## src/rtl/int2fp_seq.sv

```systemverilog
// int2fp_seq: sequential signed 32-bit integer to IEEE-754 single-precision converter.
// Latency: zero -> out_valid one cycle after acceptance; nonzero -> L+3 cycles (L = leading zeros of |a|).
// Backpressure: accepts only in IDLE (in_ready); result held in DONE until out_ready.
// Build option: define ROUND_NEAREST_EN for round-to-nearest-even; default truncates toward zero.
module int2fp_seq #(
  parameter int NEXP = 8,
  parameter int NSIG = 23
) (
  input  logic                 clk,
  input  logic                 rst_n,
  input  logic                 in_valid,
  output logic                 in_ready,
  input  logic [31:0]          a,
  output logic                 out_valid,
  input  logic                 out_ready,
  output logic [NEXP+NSIG:0]   p,
  output logic                 INEXACT
);

  typedef enum logic [1:0] {
    IDLE  = 2'd0,
    NORM  = 2'd1,
    ROUND = 2'd2,
    DONE  = 2'd3
  } state_t;

  state_t              state_q;
  logic                sign_q;
  logic [31:0]         mag_q;
  logic [7:0]          exp_q;
  logic                in_ready_q;
  logic                out_valid_q;
  logic [NEXP+NSIG:0]  p_q;
  logic                inexact_q;

  logic [31:0]         mag_abs_d;
  logic                guard;
  logic                sticky;
  logic                round_up;
  logic [23:0]         mant_sum;
  logic [22:0]         mant_d;
  logic [7:0]          exp_d;
  logic                inexact_d;

  // Magnitude of the incoming operand and the rounding datapath for the normalised magnitude.
  always_comb begin
    mag_abs_d = a[31] ? (~a + 32'd1) : a;
    guard     = mag_q[7];
    sticky    = |mag_q[6:0];
`ifdef ROUND_NEAREST_EN
    round_up  = guard & (sticky | mag_q[8]);
`else
    round_up  = 1'b0;
`endif
    mant_sum  = {1'b0, mag_q[30:8]} + {23'd0, round_up};
    // A carry out of the 23-bit field renormalises: mantissa wraps to zero, exponent bumps.
    mant_d    = mant_sum[23] ? 23'd0 : mant_sum[22:0];
    exp_d     = exp_q + {7'd0, mant_sum[23]};
    inexact_d = guard | sticky;
  end

  // Control FSM with registered handshake outputs and result registers.
  always_ff @(posedge clk) begin
    if (!rst_n) begin
      state_q     <= IDLE;
      sign_q      <= 1'b0;
      mag_q       <= 32'd0;
      exp_q       <= 8'd0;
      in_ready_q  <= 1'b1;
      out_valid_q <= 1'b0;
      p_q         <= '0;
      inexact_q   <= 1'b0;
    end else begin
      case (state_q)
        IDLE: begin
          if (in_valid) begin
            sign_q     <= a[31];
            mag_q      <= mag_abs_d;
            // 158 = bias 127 + 31: exponent when the leading one already sits at bit 31.
            exp_q      <= 8'd158;
            in_ready_q <= 1'b0;
            if (a == 32'd0) begin
              p_q         <= '0;
              inexact_q   <= 1'b0;
              out_valid_q <= 1'b1;
              state_q     <= DONE;
            end else begin
              state_q <= NORM;
            end
          end
        end
        NORM: begin
          if (mag_q[31]) begin
            state_q <= ROUND;
          end else begin
            mag_q <= mag_q << 1;
            exp_q <= exp_q - 8'd1;
          end
        end
        ROUND: begin
          p_q         <= {sign_q, exp_d, mant_d};
          inexact_q   <= inexact_d;
          exp_q       <= exp_d;
          out_valid_q <= 1'b1;
          state_q     <= DONE;
        end
        DONE: begin
          if (out_ready) begin
            out_valid_q <= 1'b0;
            in_ready_q  <= 1'b1;
            state_q     <= IDLE;
          end
        end
        default: state_q <= IDLE;
      endcase
    end
  end

  assign in_ready  = in_ready_q;
  assign out_valid = out_valid_q;
  assign p         = p_q;
  assign INEXACT   = inexact_q;

endmodule

```

## config.mk

```make
export PLATFORM = sky130hd
export DESIGN_NAME = int2fp_seq
export DESIGN_NICKNAME = d
export VERILOG_FILES = /design/src/rtl/int2fp_seq.sv
export SDC_FILE = /design/constraint.sdc
export NUM_CORES = 1
export LEC_CHECK = 0
export CAP_MARGIN = 20
export CORE_ASPECT_RATIO = 2
export CORE_MARGIN = 3
export CORE_UTILIZATION = 45
export CTS_BUF_LIST = sky130_fd_sc_hd__clkbuf_8
export DETAILED_ROUTE_END_ITERATION = 12
export GPL_TIMING_DRIVEN = 0
export PLACE_DENSITY = 0.7
export SYNTH_ARGS = -nofsm -noshare
export SYNTH_HDL_FRONTEND = slang
export SYNTH_SLANG_ARGS = --single-unit
```

## constraint.sdc

```tcl
create_clock -name clk -period 4.7 [get_ports clk]
set_input_delay 1.175 -clock clk [delete_from_list [all_inputs] [get_ports clk]]
set_output_delay 1.175 -clock clk [all_outputs]
set_load 0.01 [all_outputs]
```

# == Yosys cells after proc, flatten, opt, wreduce, memory -nomap -nowiden ==
# Index checks and enable logic that the tools add are counted.
# totals
ff_bits,78
in_bits,36
output_inout_bits,35
wordCells,63
# op_classes
n_addsub,2
n_eq_ne,8
n_mux,25
bitwise,3
n_reduce_logical,16
# op_table
op,count
$mux 32,5
$pmux 32 s2,2
$add 32x1->32 const B,1
$logic_not 32->1,1
$not 32->32,1
$mux 8,2
$pmux 8 s2,1
$reduce_and 3->1,4
$ne 2x2->1 const B,5
$mux 2,4
$pmux 2 s4,1
$reduce_and 4->1,2
$sub 8x1->8 const B,1
$mux 1,7
$reduce_or 7->1,1
$reduce_bool 2->1,3
$reduce_bool 3->1,2
$eq 2x2->1 const B,2
$pmux 1 s2,2
$reduce_and 2->1,2
$pmux 1 s3,1
$eq 2x1->1 const B,1
$logic_not 2->1,1
$not 1->1,1
$or 1x1->1,1

# == Logic depth before layout (Yosys ltp) ==
# depth
word_depth,5
ltp_mapped,10
mapped_depth_nobuf,7

# == Least setup slack after synthesis ==
# No wires, ideal clock.
# synth_timing
path_type,input -> register
start,input port a[6]
end,"register p_q[0], in the netlist p[0]"
setup_time_ns,0.117
arrival_time_ns,3.348
required_ns,4.583
setup_slack_ns,1.235
path_stages,7
path_buffers,2
path_cell_list,or4_1 -> buf_2 -> or3_4 -> or4_4 -> o211a_4 -> buf_6 -> a22o_1
# synth_via
elab_chain_cells,3
# synth_lines
item,line,text
"start, declared",13,"input logic [31:0] a,"
$logic_not 32->1,82,if (a == 32'd0) begin
$ne 2x2->1 (no source line),n/a,
$reduce_and 3->1 (no source line),n/a,
"end signal, assigned",101,"p_q <= {sign_q, exp_d, mant_d};"
"end, declared",33,logic [NEXP+NSIG:0] p_q;
# No other way between the ends.
# A chain may end at the register's enable or synchronous reset.

# == Final worst setup path ==
# layout_timing
start,input port in_valid
end,register mag_q[1]
# layout_via
elab_chain_cells,2
# layout_lines
item,line,text
"start, declared",11,"input logic in_valid,"
$ne 2x2->1 (no source line),n/a,
$reduce_and 3->1 (no source line),n/a,
"end signal, assigned",78,mag_q <= mag_abs_d;
"end signal, assigned",96,mag_q <= mag_q << 1;
"end, declared",29,logic [31:0] mag_q;
# No other way between the ends.

==> flow_summary_export.csv <==
group,metric,value,unit
die,core,0.00877,mm2
route,routed_wl,13500,um
power_and_ir_drop,irDropWorstVdd,0.000321,V
logic_synthesis,synth_edf_count,0,
route,viasPerCell,6.36,
sta,finalSetupViolations,0,
sta,fin_worst_skew,14.8,ps
critical_path,crit_start,"in_valid",
logic_synthesis,synth_top_area_frac,0.381,
die,dieWidth,73.5,um
power_and_ir_drop,swShare,0.417,
critical_path,critPathMaxFanout,10,
clock_tree,cts_sinks,78,
logic_synthesis,synth_area_per_cell,8.73,um2
outcome,status,"finished clean",
clock_tree,clk_path_buf_depth,2,
die,initial_core_util,0.468,
logic_synthesis,syn_nets,513,
cells_and_area,area_growth,24.7,%
route,drt-initial-drc-count,412,
cells_and_area,register_area,0.00156,mm2
die,pin_count,71,
grt,grt_pass1_vias,4139,
power_and_ir_drop,switchingPower,1.06,mW
route,avgRoutedWirePerCell,20.6,um
clock_tree,clkLatencyLatePin,370,ps
logic_synthesis,yosysUniqueCellTypes,57,
logic_synthesis,yosysSeqAreaShare,0.381,
die,fp-row-count,48,
power_and_ir_drop,power_frac_clock,0.201,
cells_and_area,antenna_cells,0,
clock_tree,ctsHoldBuffers,0,
grt,antenna_found_initial,0,
clock_tree,cts_inserted_buffers,9,
logic_synthesis,syn_inst,470,
die,dieArea,0.0104,mm2
power_and_ir_drop,p_total,2.54,mW
sta,finalMaxSlewViolations,0,
clock_tree,path_clk_slew,90,ps
die,fp.dieH,141,um
power_and_ir_drop,p_per_area,497,mW/mm2
placement,routabilityCongestion,0.970,
grt,grt_use_total,0.265,
cells_and_area,multi_input_area,0.00229,mm2
grt,grt-ovfl-total,0,
logic_synthesis,yosys-top-cells-area,"dfxtp_1 (38%), a22o_1 (6.8%), a21oi_1 (4.4%)",
critical_path,crit_arrival,4410,ps
logic_synthesis,yosys_register_bits,78,
cells_and_area,final_util,0.583,
sta,whs,475,ps
critical_path,r2r_start,"state_q[0]",
clock_tree,cts_root_buffer,"clkbuf_8",
grt,grt_pass1_wl,21100,um
sta,rsz0062_at_grt,"no",
placement,portBuffers,69,
clock_tree,htree_num_levels,3,
sta,worstMarginPinSlew,1010,ps
placement,hpwl,10100,um
sta,timing.fmax,242,MHz
min_path,hold_path_class,"reg2reg",
critical_path,worstSetupStartpointType,"input pin",
power_and_ir_drop,p_leak,1.75,nW
sta,hold_viol_final,0,
cells_and_area,final_nets,593,
sta,maxSlewHeadroom,0.326,
logic_synthesis,yosys_warnings,0,
power_and_ir_drop,p_comb_frac,0.408,
grt,grt_max_degree,15,
clock_tree,cts_tree,"yes",
critical_path,required,4990,ps
sta,post-route-min-period,4130,ps
sta,finalCritPeriodShare,0.878,
logic_synthesis,netlist_area,0.00410,mm2
route,drc,0,
clock_tree,cts.repair.resized,0,
route,ant_nets,0,
cells_and_area,drive_gt1_frac,0.0523,
route,first_pass_iters,5,
power_and_ir_drop,power.sequential.fraction,0.391,
power_and_ir_drop,p_int,1.48,mW
critical_path,critPathKind,"in2reg",
logic_synthesis,synth_top_area_cell,"dfxtp_1",
cells_and_area,nFillCells,804,
logic_synthesis,ys.flop_type,"dfxtp_1",
sta,setup-tns-final,0,ps
min_path,worstHoldStart,"sign_q",
clock_tree,postCtsSetupBuffers,0,
logic_synthesis,async_flop_share,0,
critical_path,endpoint_kind,"flip-flop",
run,maxCapViolations,0,
route,vias,4169,
==> critical path: stages <==
cell and delay [ps]:
clkdlybuf4s50_1 550, mux2i_1 800, a21o_1 140, clkbuf_1 440
clkbuf_1 530, clkbuf_1 510, nand2_1 110, a21oi_1 160
==> cell families (layout without fill, tap and decap cells) <==
| logic type | Yosys count | after routing | synth area share |
|---|---|---|---|
| AO/OA/AOI/OAI | 163 | 163 | 0.285 |
| buffers and inverters | 55 | 140 | 0.0616 |
| AND/OR/NAND/NOR | 136 | 136 | 0.184 |
| adder cells (fa/ha/maj) | 7 | 7 | 0.0213 |
| multiplexers | 5 | 5 | 0.0122 |
| XOR/XNOR | 26 | 26 | 0.0555 |
| flip-flops | 78 | 78 | 0.381 |
==> metal layers <==
| metal | track usage | share of wire |
|---|---|---|
| met1 | 0.294 | 0.38 |
| met2 | 0.460 | 0.52 |
| met3 | 0.0385 | 0.052 |
| met4 | 0.153 | 0.051 |
| met5 | 0 | 0 |
==> Yosys cell counts, types with 8 or more instances <==
master      n
a2111oi_0   8
a21oi_1    36
a22o_1     32
clkbuf_1   32
dfxtp_1    78
inv_1      14
nand2_1    24
nand3_1     9
nor2_1     29
nor4_1     12
o211ai_1    8
o21ai_0    25
o31ai_1     9
o41ai_1     8
or3_1      13
or4_1       8
xnor2_1    14
xor2_1     12
==> worst paths after layout <==
check	endpoint	slack, ps	cells past startpoint
hold / removal	sign_q	470	2
setup reg to reg	mag_q[1]	950	10
hold reg to reg	sign_q	470	2
setup / recovery	mag_q[1]	570	8
==> layout make-up <==
class | count | area share
plain buffers | 40 | 0.0384
clock buffers | 9 | 0.0242
clock inverters | 7 | 0.0144
inverters | 15 | 0.0110
multi-input cells | 337 | 0.447
flip-flops and latches | 78 | 0.305
well taps | 100 | 0.0245
repair buffers | 69 | 0.135
==> cells in the final DEF (no fill, tap or decap), types with 4 or more instances in the layout <==
cell             Yosys  routed
a2111oi_0            8       8
a211oi_1             6       6
a21o_1               4       4
a21oi_1             36      36
a22o_1              32      32
buf_6                6       6
clkbuf_1            32      32
clkbuf_8             0       9
clkdlybuf4s50_1      0      69
dfxtp_1             78      78
ha_1                 7       7
inv_1               14      15
mux2i_1              5       5
nand2_1             24      24
nand2b_1             6       6
nand3_1              9       9
nand4b_1             5       5
nor2_1              29      29
nor2b_1              5       5
nor3_1               7       7
nor4_1              12      12
nor4b_1              7       7
o211ai_1             8       8
o21ai_0             25      25
o31ai_1              9       9
o41ai_1              8       8
or3_1               13      13
or4_1                8       8
xnor2_1             14      14
xor2_1              12      12
==> power groups by stage <==
stage                     clock [mW]  sequential, mW  combinational (mW)
after global placement             0           0.998               0.997
final                          0.510           0.995                1.04
after floorplan                    0           0.972               0.662
after CTS                      0.518           0.989                1.02
after global routing           0.543            1.01                1.12
after detailed placement           0            1.01                1.01
==> per-stage QoR <==
| step | cell area [um2] | std cells | setup slack, ps |
|---|---|---|---|
| 6_report | 5120 | 655 | 573 |
| 5_1_grt | 5120 | 655 | 533 |
| 4_1_cts | 5120 | 655 | 697 |
| 3_5_place_dp | 4920 | 639 | 322 |
| 3_3_place_gp | 4920 | 639 | 360 |
| 2_1_floorplan | 4100 | 470 | 1240 |
==> sequential cells by signal (all words and copies together), names as in the netlist <==
signal / flops
state_q: 2
in_ready: 1
sign_q: 1
p: 32
mag_q: 32
INEXACT: 1
out_valid: 1
exp_q: 8
No activity file was read; power rests on OpenSTA's default activity.
